[src/rtl/countdown_ctrl_pkg.sv]
// countdown_ctrl_pkg -- shared definitions for the countdown controller.
//   TIMER_W_DEF   : default width of the preset / remaining fields (seconds)
//   TICK_SECONDS  : seconds removed from the count on each clk_1hz tick
//   state_e       : externally visible state encoding (drives the state port)
//   cmd_t         : bundle of the one-cycle command pulses
package countdown_ctrl_pkg;

  localparam int unsigned TIMER_W_DEF  = 12;
  localparam int unsigned TICK_SECONDS = 1;

  typedef enum logic [1:0] {
    ST_IDLE    = 2'd0,
    ST_RUN     = 2'd1,
    ST_PAUSE   = 2'd2,
    ST_EXPIRED = 2'd3
  } state_e;

  typedef struct packed {
    logic clear;
    logic load;
    logic start;
    logic pause;
  } cmd_t;

  // Any command present in this cycle; such cycles swallow a coincident tick.
  function automatic logic cmd_any(input cmd_t c);
    return |c;
  endfunction

endpackage

[src/rtl/countdown_ctrl_tick_edge_det.sv]
// tick_edge_det -- registered rising-edge detector for the clk_1hz data input.
//   clk   : system clock
//   rst   : synchronous active-high reset
//   in    : slow square wave, synchronous to clk (treated as data)
//   pulse : high for one clk cycle, the cycle after in is sampled 1 with a
//           previous sample of 0
module tick_edge_det (
  input  logic clk,
  input  logic rst,
  input  logic in,
  output logic pulse
);

  logic prev_q;
  logic pulse_q;

  always_ff @(posedge clk) begin
    if (rst) begin
      prev_q  <= 1'b0;
      pulse_q <= 1'b0;
    end else begin
      prev_q  <= in;
      pulse_q <= in & ~prev_q;
    end
  end

  assign pulse = pulse_q;

endmodule

[src/rtl/countdown_ctrl.sv]
// countdown_ctrl -- seconds countdown timer with load/start/pause/clear.
//   clk       : system clock (100 MHz)
//   rst       : synchronous active-high reset, overrides everything
//   clk_1hz   : 1 Hz square wave, sampled as data; its rising edge is a tick
//   load      : capture preset into remaining and the reload register
//   preset    : start value in seconds
//   start     : start / resume / restart
//   pause     : freeze the count while running
//   clear     : abort and zero the count
//   remaining : current count (registered)
//   state     : IDLE=0 RUN=1 PAUSE=2 EXPIRED=3 (registered)
//   busy      : RUN or PAUSE, decoded from the state register
//   done      : one-cycle pulse on expiry (registered)
//   expired   : level, high in EXPIRED (registered)
// Build option: TIMER_AUTO_RELOAD_EN -- on the final tick reload the count
// from the reload register and keep running instead of expiring.
module countdown_ctrl
  import countdown_ctrl_pkg::*;
#(
  parameter int TIMER_W = TIMER_W_DEF
) (
  input  logic               clk,
  input  logic               rst,
  input  logic               clk_1hz,
  input  logic               load,
  input  logic [TIMER_W-1:0] preset,
  input  logic               start,
  input  logic               pause,
  input  logic               clear,
  output logic [TIMER_W-1:0] remaining,
  output logic [1:0]         state,
  output logic               busy,
  output logic               done,
  output logic               expired
);

  localparam logic [TIMER_W-1:0] STEP = TIMER_W'(TICK_SECONDS);

  state_e             state_q;
  logic [TIMER_W-1:0] remaining_q;
  logic [TIMER_W-1:0] reload_q;
  logic               done_q;
  logic               expired_q;
  logic               tick;
  cmd_t               cmd;

  tick_edge_det u_tick (
    .clk   (clk),
    .rst   (rst),
    .in    (clk_1hz),
    .pulse (tick)
  );

  assign cmd = '{clear: clear, load: load, start: start, pause: pause};

  // Priority chain: clear > load > start > pause > tick. A tick is only
  // honoured in RUN and only when no command (even an ignored one) is present.
  always_ff @(posedge clk) begin
    if (rst) begin
      state_q     <= ST_IDLE;
      remaining_q <= '0;
      reload_q    <= '0;
      done_q      <= 1'b0;
      expired_q   <= 1'b0;
    end else begin
      done_q <= 1'b0;
      if (cmd.clear) begin
        state_q     <= ST_IDLE;
        remaining_q <= '0;
        expired_q   <= 1'b0;
      end else if (cmd.load) begin
        state_q     <= ST_IDLE;
        remaining_q <= preset;
        reload_q    <= preset;
        expired_q   <= 1'b0;
      end else if (cmd.start) begin
        unique case (state_q)
          ST_IDLE:  if (remaining_q != '0) state_q <= ST_RUN;
          ST_PAUSE: state_q <= ST_RUN;
          ST_EXPIRED: begin
            if (reload_q != '0) begin
              remaining_q <= reload_q;
              state_q     <= ST_RUN;
              expired_q   <= 1'b0;
            end
          end
          default: ;
        endcase
      end else if (cmd.pause) begin
        if (state_q == ST_RUN) state_q <= ST_PAUSE;
      end else if (tick && !cmd_any(cmd) && state_q == ST_RUN) begin
        if (remaining_q > STEP) begin
          remaining_q <= remaining_q - STEP;
        end else if (remaining_q == STEP) begin
          done_q <= 1'b1;
`ifdef TIMER_AUTO_RELOAD_EN
          remaining_q <= reload_q;
`else
          remaining_q <= '0;
          state_q     <= ST_EXPIRED;
          expired_q   <= 1'b1;
`endif
        end
        // remaining_q == 0 in RUN: hold, never wrap.
      end
    end
  end

  assign remaining = remaining_q;
  assign state     = state_q;
  assign busy      = (state_q == ST_RUN) || (state_q == ST_PAUSE);
  assign done      = done_q;
  assign expired   = expired_q;

endmodule

[config.mk]
export PLATFORM = sky130hd
export DESIGN_NAME = countdown_ctrl
export DESIGN_NICKNAME = d
export VERILOG_FILES = /design/src/rtl/countdown_ctrl_pkg.sv /design/src/rtl/countdown_ctrl_tick_edge_det.sv /design/src/rtl/countdown_ctrl.sv
export SDC_FILE = /design/constraint.sdc
export NUM_CORES = 1
export LEC_CHECK = 0
export CAP_MARGIN = 20
export CORE_UTILIZATION = 45
export CTS_CLUSTER_SIZE = 40
export DETAILED_ROUTE_END_ITERATION = 12
export DONT_BUFFER_PORTS = 1
export GPL_TIMING_DRIVEN = 0
export PLACE_DENSITY = 0.74
export SKIP_LAST_GASP = 1
export SLEW_MARGIN = 20
export SYNTH_ARGS = -nofsm -noshare
export SYNTH_HDL_FRONTEND = slang
export SYNTH_HIERARCHICAL = 1
export SYNTH_SLANG_ARGS = --single-unit
[constraint.sdc]
create_clock -name clk -period 1.8 [get_ports clk]
set_input_delay 0.36 -clock clk [delete_from_list [all_inputs] [get_ports clk]]
set_output_delay 0.36 -clock clk [all_outputs]
set_load 0.005 [all_outputs]
==> results of run 1 <==
==> cell families after synthesis <==
logic type	share of synthesized area, %
AND/OR/NAND/NOR	30.1
AO/OA/AOI/OAI	22.2
flip-flops	33.1
buffers and inverters	4.42
adder cells (fa/ha/maj)	4.83
XOR/XNOR	2.90
multiplexers	2.35
==> power breakdown <==
| group | internal (mW) | switching [mW] |
|---|---|---|
| logic | 0.152 | 0.167 |
| clock network | 0.413 | 0.272 |
| registers | 0.687 | 0.0445 |
| total | 1.25 | 0.483 |
==> metal layers <==
metal	vias to the layer above	wire, µm	GRT usage [%]
li1	870	-	-
met1	826	2280	34.8
met2	103	2610	45.7
met3	16	517	7.29
met4	0	102	10.1
met5	-	0	0
==> final timing paths <==
kind / startpoint / endpoint / slack (ns) / cells after the start
setup / recovery: remaining[0]$_SDFFE_PP0P_ / remaining[0]$_SDFFE_PP0P_ / -0.02 / 7
setup reg to reg: remaining[0]$_SDFFE_PP0P_ / remaining[0]$_SDFFE_PP0P_ / -0.02 / 7
hold / removal: rst / reload_q[11]$_SDFFE_PP0P_ / 0.13 / 1
hold reg to reg: u_tick/prev_q$_SDFF_PP0_ / u_tick/pulse$_SDFF_PP0_ / 0.41 / 1
==> synthesized netlist by cell type, drive strengths merged (3+ instances only) <==
| cell | n | share of area (%) |
|---|---|---|
| nor3 | 5 | 1.4 |
| inv | 10 | 2.1 |
| nand3 | 7 | 1.9 |
| xnor2 | 4 | 1.9 |
| o21ai | 5 | 1.6 |
| o211ai | 6 | 2.8 |
| clkbuf | 6 | 1.2 |
| nand4 | 8 | 3.1 |
| nand2b | 5 | 1.7 |
| a22oi | 3 | 1.2 |
| nor3b | 3 | 1.5 |
| nand2 | 32 | 6.6 |
| nor4 | 7 | 4.4 |
| nor2 | 19 | 3.9 |
| dfxtp | 30 | 33 |
| a31oi | 3 | 1.0 |
| ha | 7 | 4.8 |
| a21oi | 19 | 5.2 |
| a221o | 3 | 1.7 |
==> repair_timing <==
item                       in CTS  in global routing
cloned                          1                  0
pin swaps                       9                 13
hold endpoints to repair        0                  0
setup endpoints to repair      15                 14
gates resized for setup        25                 10
setup buffers                  15                  4
==> registers in the layout (all words and copies together), names as in the netlist <==
signal / flops
state: 2
u_tick/prev_q: 1
done: 1
remaining: 12
expired: 1
u_tick/pulse: 1
reload_q: 12
==> placed cells by master (no fill, tap or decap), types with 2 or more instances in the layout <==
master	Yosys	final
nand2_1	32	32
dfxtp_1	30	20
nor2_1	19	19
a21oi_1	19	19
buf_4	0	19
inv_1	10	7
clkbuf_1	6	7
nand4_1	7	7
nand3_1	7	6
dfxtp_2	0	6
nand2b_1	5	5
o211ai_1	5	5
ha_1	7	5
clkbuf_8	0	5
nor3_1	5	4
xnor2_1	4	4
o21ai_0	4	4
dfxtp_4	0	4
inv_4	0	3
nor4_1	4	3
a221o_1	3	3
a31oi_1	3	3
a22oi_1	3	3
nor4_4	2	2
or2_2	2	2
a32oi_1	2	2
and2_1	2	2
nor4_2	1	2
mux2_2	2	2
nor2b_1	2	2
xor2_1	2	2
ha_4	0	2
==> cell type report <==
cell class	count	area [µm²]
Inverter	11	48.8
Clock inverter	2	37.5
Sequential cell	30	623
Tap cell	48	60.1
Timing Repair Buffer	20	170
Clock buffer	6	72.6
Buffer	8	42.5
Multi-Input combinational cell	173	1250
Fill cell	311	1470
==> per-stage QoR <==
stage / TNS [ns] / instances
4_1_cts: 0 / 294
5_1_grt: -0.592 / 298
3_3_place_gp: -2.68 / 270
6_report: -0.0413 / 298
2_1_floorplan: -0.000999 / 222
3_5_place_dp: -2.80 / 270
==> worst max-delay path: cells and delay by family, from the launching register on <==
kind            cells  cell delay (ns)
flops               1             0.40
buf+inv             2             0.22
fa+ha+maj           1             0.16
simple gates        3             0.62
compound gates      1             0.30
==> results_dict.tcl, run 1 <==
set metrics [dict create \
    drtIter0Drc 160 \
    gp_congestion 0.894 \
    synthArstFlopShare_pct 0 \
    arrival_ns 2.00 \
    htree_levels 2 \
    antenna_cells 0 \
    rows 22 \
    io_pins 36 \
    drt-pass1-iter-count 4 \
    drc_errors 0 \
    cp.required_ns 1.98 \
    fin_skew_ns 0.00302 \
    grt_pass1_vias 1763 \
    postLayoutCellArea_mm2 0.00230 \
    hp-class "primary input to flip-flop" \
    portBuffers 0 \
    overflow 0 \
    hpwl_um 3670 \
    cp-start-kind "flip-flop" \
    violations "setup timing" \
    synth-edff-count 0 \
    grt_pass1_wl_um 8960 \
    clockBufferDepth 2 \
    cp-end-kind "flip-flop" \
    whs_ns 0.129 \
    synth_ff_type "dfxtp_1" \
    finalCritPeriodShare_pct 101 \
    place_area_mm2 0.00190 \
    dieWidth_um 65.5 \
    worst_pin_slew_ns 0.689 \
    avgViaCountPerCell 6.09 \
    clock_latency_ns 0.29 \
    start_util_pct 48.0 \
    synth_seq_cells 30 \
    path_cells "inv_4 > ha_4 > nor3b_4 > nand4_2 > and3_4 > buf_16 > a221o_1" \
    area_growth_pct 27.1 \
    netlist_area_mm2 0.00181 \
    final.setup.worst_slack_ns -0.0208 \
    critPathKind "flip-flop to flip-flop" \
    crit_fanout 8 \
    slowest_delay_ns 0.40 \
    core_mm2 0.00377 \
    timing.fmax_mhz 549 \
    max_slew_margin_pct 53.9 \
    grt_max_degree 11 \
    cts_buffers 5 \
    drive_above_1_share_pct 27.2 \
    synth_cell_types 58 \
    clock-sinks 30 \
    leakage_nw 0.827 \
    fin_nets 275 \
    track_usage_pct 27.9 \
    cts.clk_slew.worst_paths_ns 0.07 \
    status "finished with violations" \
    routed_wl_um 5510 \
    die_area_mm2 0.00428 \
    postLayoutCoreUtil_pct 61.1 \
    slowest_stage "dfxtp_4" \
    vdd_drop_max_uv 561 \
    ys.warnings.count 6 \
    maxSlewViolCount 0 \
    finalHoldViolCount 0 \
    total_power_mw 1.73 \
    antenna_found_initial 0 \
    setup_violations 2 \
    place_ws_ns -0.267 \
    die_h_um 65.5 \
    syn_inst 222 \
    cap_violations 0 \
    cts_root_buf "clkbuf_8" \
    synth.avg_cell_area_um2 8.16 \
    synth_nets 248 \
    cts_tree "done" \
    vias 1815 \
    wl_per_cell_um 18.5 \
    rsz0062_at_grt "yes" \
    ctsHoldBuffers 0 \
    finalCriticalPeriod_ns 1.82 \
    p_per_area_mw_per_mm2 753 \
    synth-seq-area-share_pct 33.1 \
    ant_nets 0 \
]
(Power assumes the default switching activity.)
==> inputs of run 2 (changes only) <==
ABC_CLOCK_PERIOD_IN_PS = 1800   (was unset)
SLEW_MARGIN = unset   (was 20)
==> results of run 2 <==
Final layout, timing and power as in run 1 (identical DEF).
==> inputs of run 3 (changes only) <==
CORE_MARGIN = 3   (was unset)
==> results_dict.tcl, run 3 (synthesis gave the netlist of run 1 again) <==
set metrics [dict create \
    clock_latency_ns 0.28 \
    die_h_um 69.5 \
    total_power_mw 1.63 \
    cts_root_buf "clkbuf_8" \
    multi_input_comb_area_mm2 0.00129 \
    portBuffers 0 \
    core_mm2 0.00377 \
    finalCriticalPeriod_ns 1.85 \
    fin_skew_ns 0.00443 \
    fillers 302 \
    instances_no_fill 298 \
    routed_wl_um 5830 \
    leakage_nw 0.832 \
    cts_buffers 5 \
    worstRegToRegCells 8 \
    clkPwrFrac_pct 34.5 \
    antenna_cells 0 \
    cp.required_ns 1.95 \
    antenna_found_initial 0 \
    drtIter0Drc 236 \
    whs_ns 0.141 \
    cts.clk_slew.worst_paths_ns 0.07 \
    hpwl_um 3730 \
    worst_pin_slew_ns 0.708 \
    power_frac_seq_pct 45.1 \
    placed_cells 270 \
    ff_latch_area_um2 627 \
    final.setup.worst_slack_ns -0.0491 \
    place_area_mm2 0.00190 \
    htree_levels 2 \
    violations "setup timing" \
    status "finished with violations" \
    rows 22 \
    drive_above_1_share_pct 30.0 \
    clockBufferDepth 2 \
    avgViaCountPerCell 6.42 \
    postLayoutCellArea_mm2 0.00234 \
    die_area_mm2 0.00482 \
    vias 1913 \
    p_per_area_mw_per_mm2 696 \
    finalHoldViolCount 0 \
    timing.fmax_mhz 541 \
    critPathKind "flip-flop to flip-flop" \
    track_usage_pct 21.3 \
    grt_pass1_vias 1627 \
    r2r_end "remaining[8]$_SDFFE_PP0P_" \
    r2r-start "remaining[0]$_SDFFE_PP0P_" \
    crit_end "remaining[8]$_SDFFE_PP0P_" \
    overflow 0 \
    cts_tree "done" \
    ctsHoldBuffers 0 \
    io_pins 36 \
    ant_nets 0 \
    cp-start-kind "flip-flop" \
    area_growth_pct 28.9 \
    crit_start "remaining[0]$_SDFFE_PP0P_" \
    p_int_mw 1.15 \
    regToRegSetupSlack_ns -0.05 \
    fin_nets 275 \
    cp-end-kind "flip-flop" \
    cap_violations 0 \
    sw_frac_of_total_pct 29.2 \
    wl_per_cell_um 19.6 \
    power.share.combinational_pct 20.4 \
    max_slew_margin_pct 52.6 \
    vdd_drop_max_uv 423 \
    power.switching_uw 475 \
    rsz0062_at_grt "yes" \
    grt_pass1_wl_um 8310 \
    hp-class "primary input to flip-flop" \
    final_common_cell "nand2_1" \
    setup_violations 3 \
    start_util_pct 48.0 \
    maxSlewViolCount 0 \
    arrival_ns 2.00 \
    gp_congestion 0.866 \
    clock-sinks 30 \
    dieWidth_um 69.5 \
    grt_max_degree 11 \
    crit_fanout 8 \
    drt-pass1-iter-count 5 \
    finalCritPeriodShare_pct 103 \
    drc_errors 0 \
    layout_common_cells "31 x nand2_1, 19 x a21oi_1, 18 x nor2_1, 17 x dfxtp_1, 17 x buf_4" \
]
## run 3: changes by cell type in the layout (fill, tap and decap cells not counted), sizes merged
cell	before	now
clkinv	1	2
clkinvlp	1	0
clkbuf	12	14
buf	22	21
bufinv	1	0
## run 3: power by group through the flow
stage                     logic (mW)  registers, mW  clock network (mW)
after floorplan                0.202          0.732                   0
after global placement         0.243          0.744                   0
after detailed placement       0.246          0.744                   0
after CTS                      0.278          0.730               0.565
after global routing           0.356          0.736               0.602
final                          0.332          0.733               0.561
## run 3: per-stage QoR
| stage | setup TNS (ns) | utilization, % | setup slack, ns |
|---|---|---|---|
| 3_3_place_gp | -2.67 | 50.3 | -0.254 |
| 4_1_cts | 0 | 57.1 | 0.00320 |
| 5_1_grt | -0.793 | 61.9 | -0.0921 |
| 3_5_place_dp | -3.06 | 50.3 | -0.276 |
| 2_1_floorplan | -0.000999 | - | -0.000999 |
| 6_report | -0.0630 | 61.9 | -0.0491 |
## run 3: area by class of cell
cell class / count / area share [%]
buffer: 8 / 1.82
clock buffer: 7 / 3.70
clock inverter: 1 / 0.214
inverter: 11 / 2.20
multi-input combinational: 173 / 55.2
sequential: 30 / 26.8
tap: 48 / 2.57
timing repair buffer: 20 / 7.50
## run 3: worst min path at each step
| stage | cells after the start | end | slack [ns] | from |
|---|---|---|---|---|
| floorplan | 1 | u_tick/pulse$_SDFF_PP0_ | 0.39 | u_tick/prev_q$_SDFF_PP0_ |
| global placement | 1 | u_tick/pulse$_SDFF_PP0_ | 0.39 | u_tick/prev_q$_SDFF_PP0_ |
| detailed placement | 1 | u_tick/pulse$_SDFF_PP0_ | 0.40 | u_tick/prev_q$_SDFF_PP0_ |
| CTS | 1 | u_tick/pulse$_SDFF_PP0_ | 0.13 | rst |
| global route | 1 | u_tick/pulse$_SDFF_PP0_ | 0.13 | rst |
| finish | 1 | u_tick/pulse$_SDFF_PP0_ | 0.14 | rst |
## run 3: metal layers
| metal | share of wire (%) | global-route usage [%] |
|---|---|---|
| met3 | 10 | 6.52 |
| met4 | 3.1 | 5.42 |
| met1 | 42 | 28.9 |
| met2 | 45 | 32.9 |
| met5 | 0 | 0 |
## run 3: timing repair
item / in CTS / in global routing
pin swaps: 7 / 15
setup buffers: 9 / 10
gates resized for setup: 22 / 26
gates cloned: 0 / 1
endpoints found under the setup margin: 15 / 14
## run 3: critical path: stages, from the launching register on
cell and delay (ns):
dfxtp_4 0.40, inv_4 0.08, ha_4 0.16, nor3b_4 0.25, buf_4 0.16, nand2_2 0.05, mux2_4 0.30, mux2i_1 0.18
a31oi_1 0.13
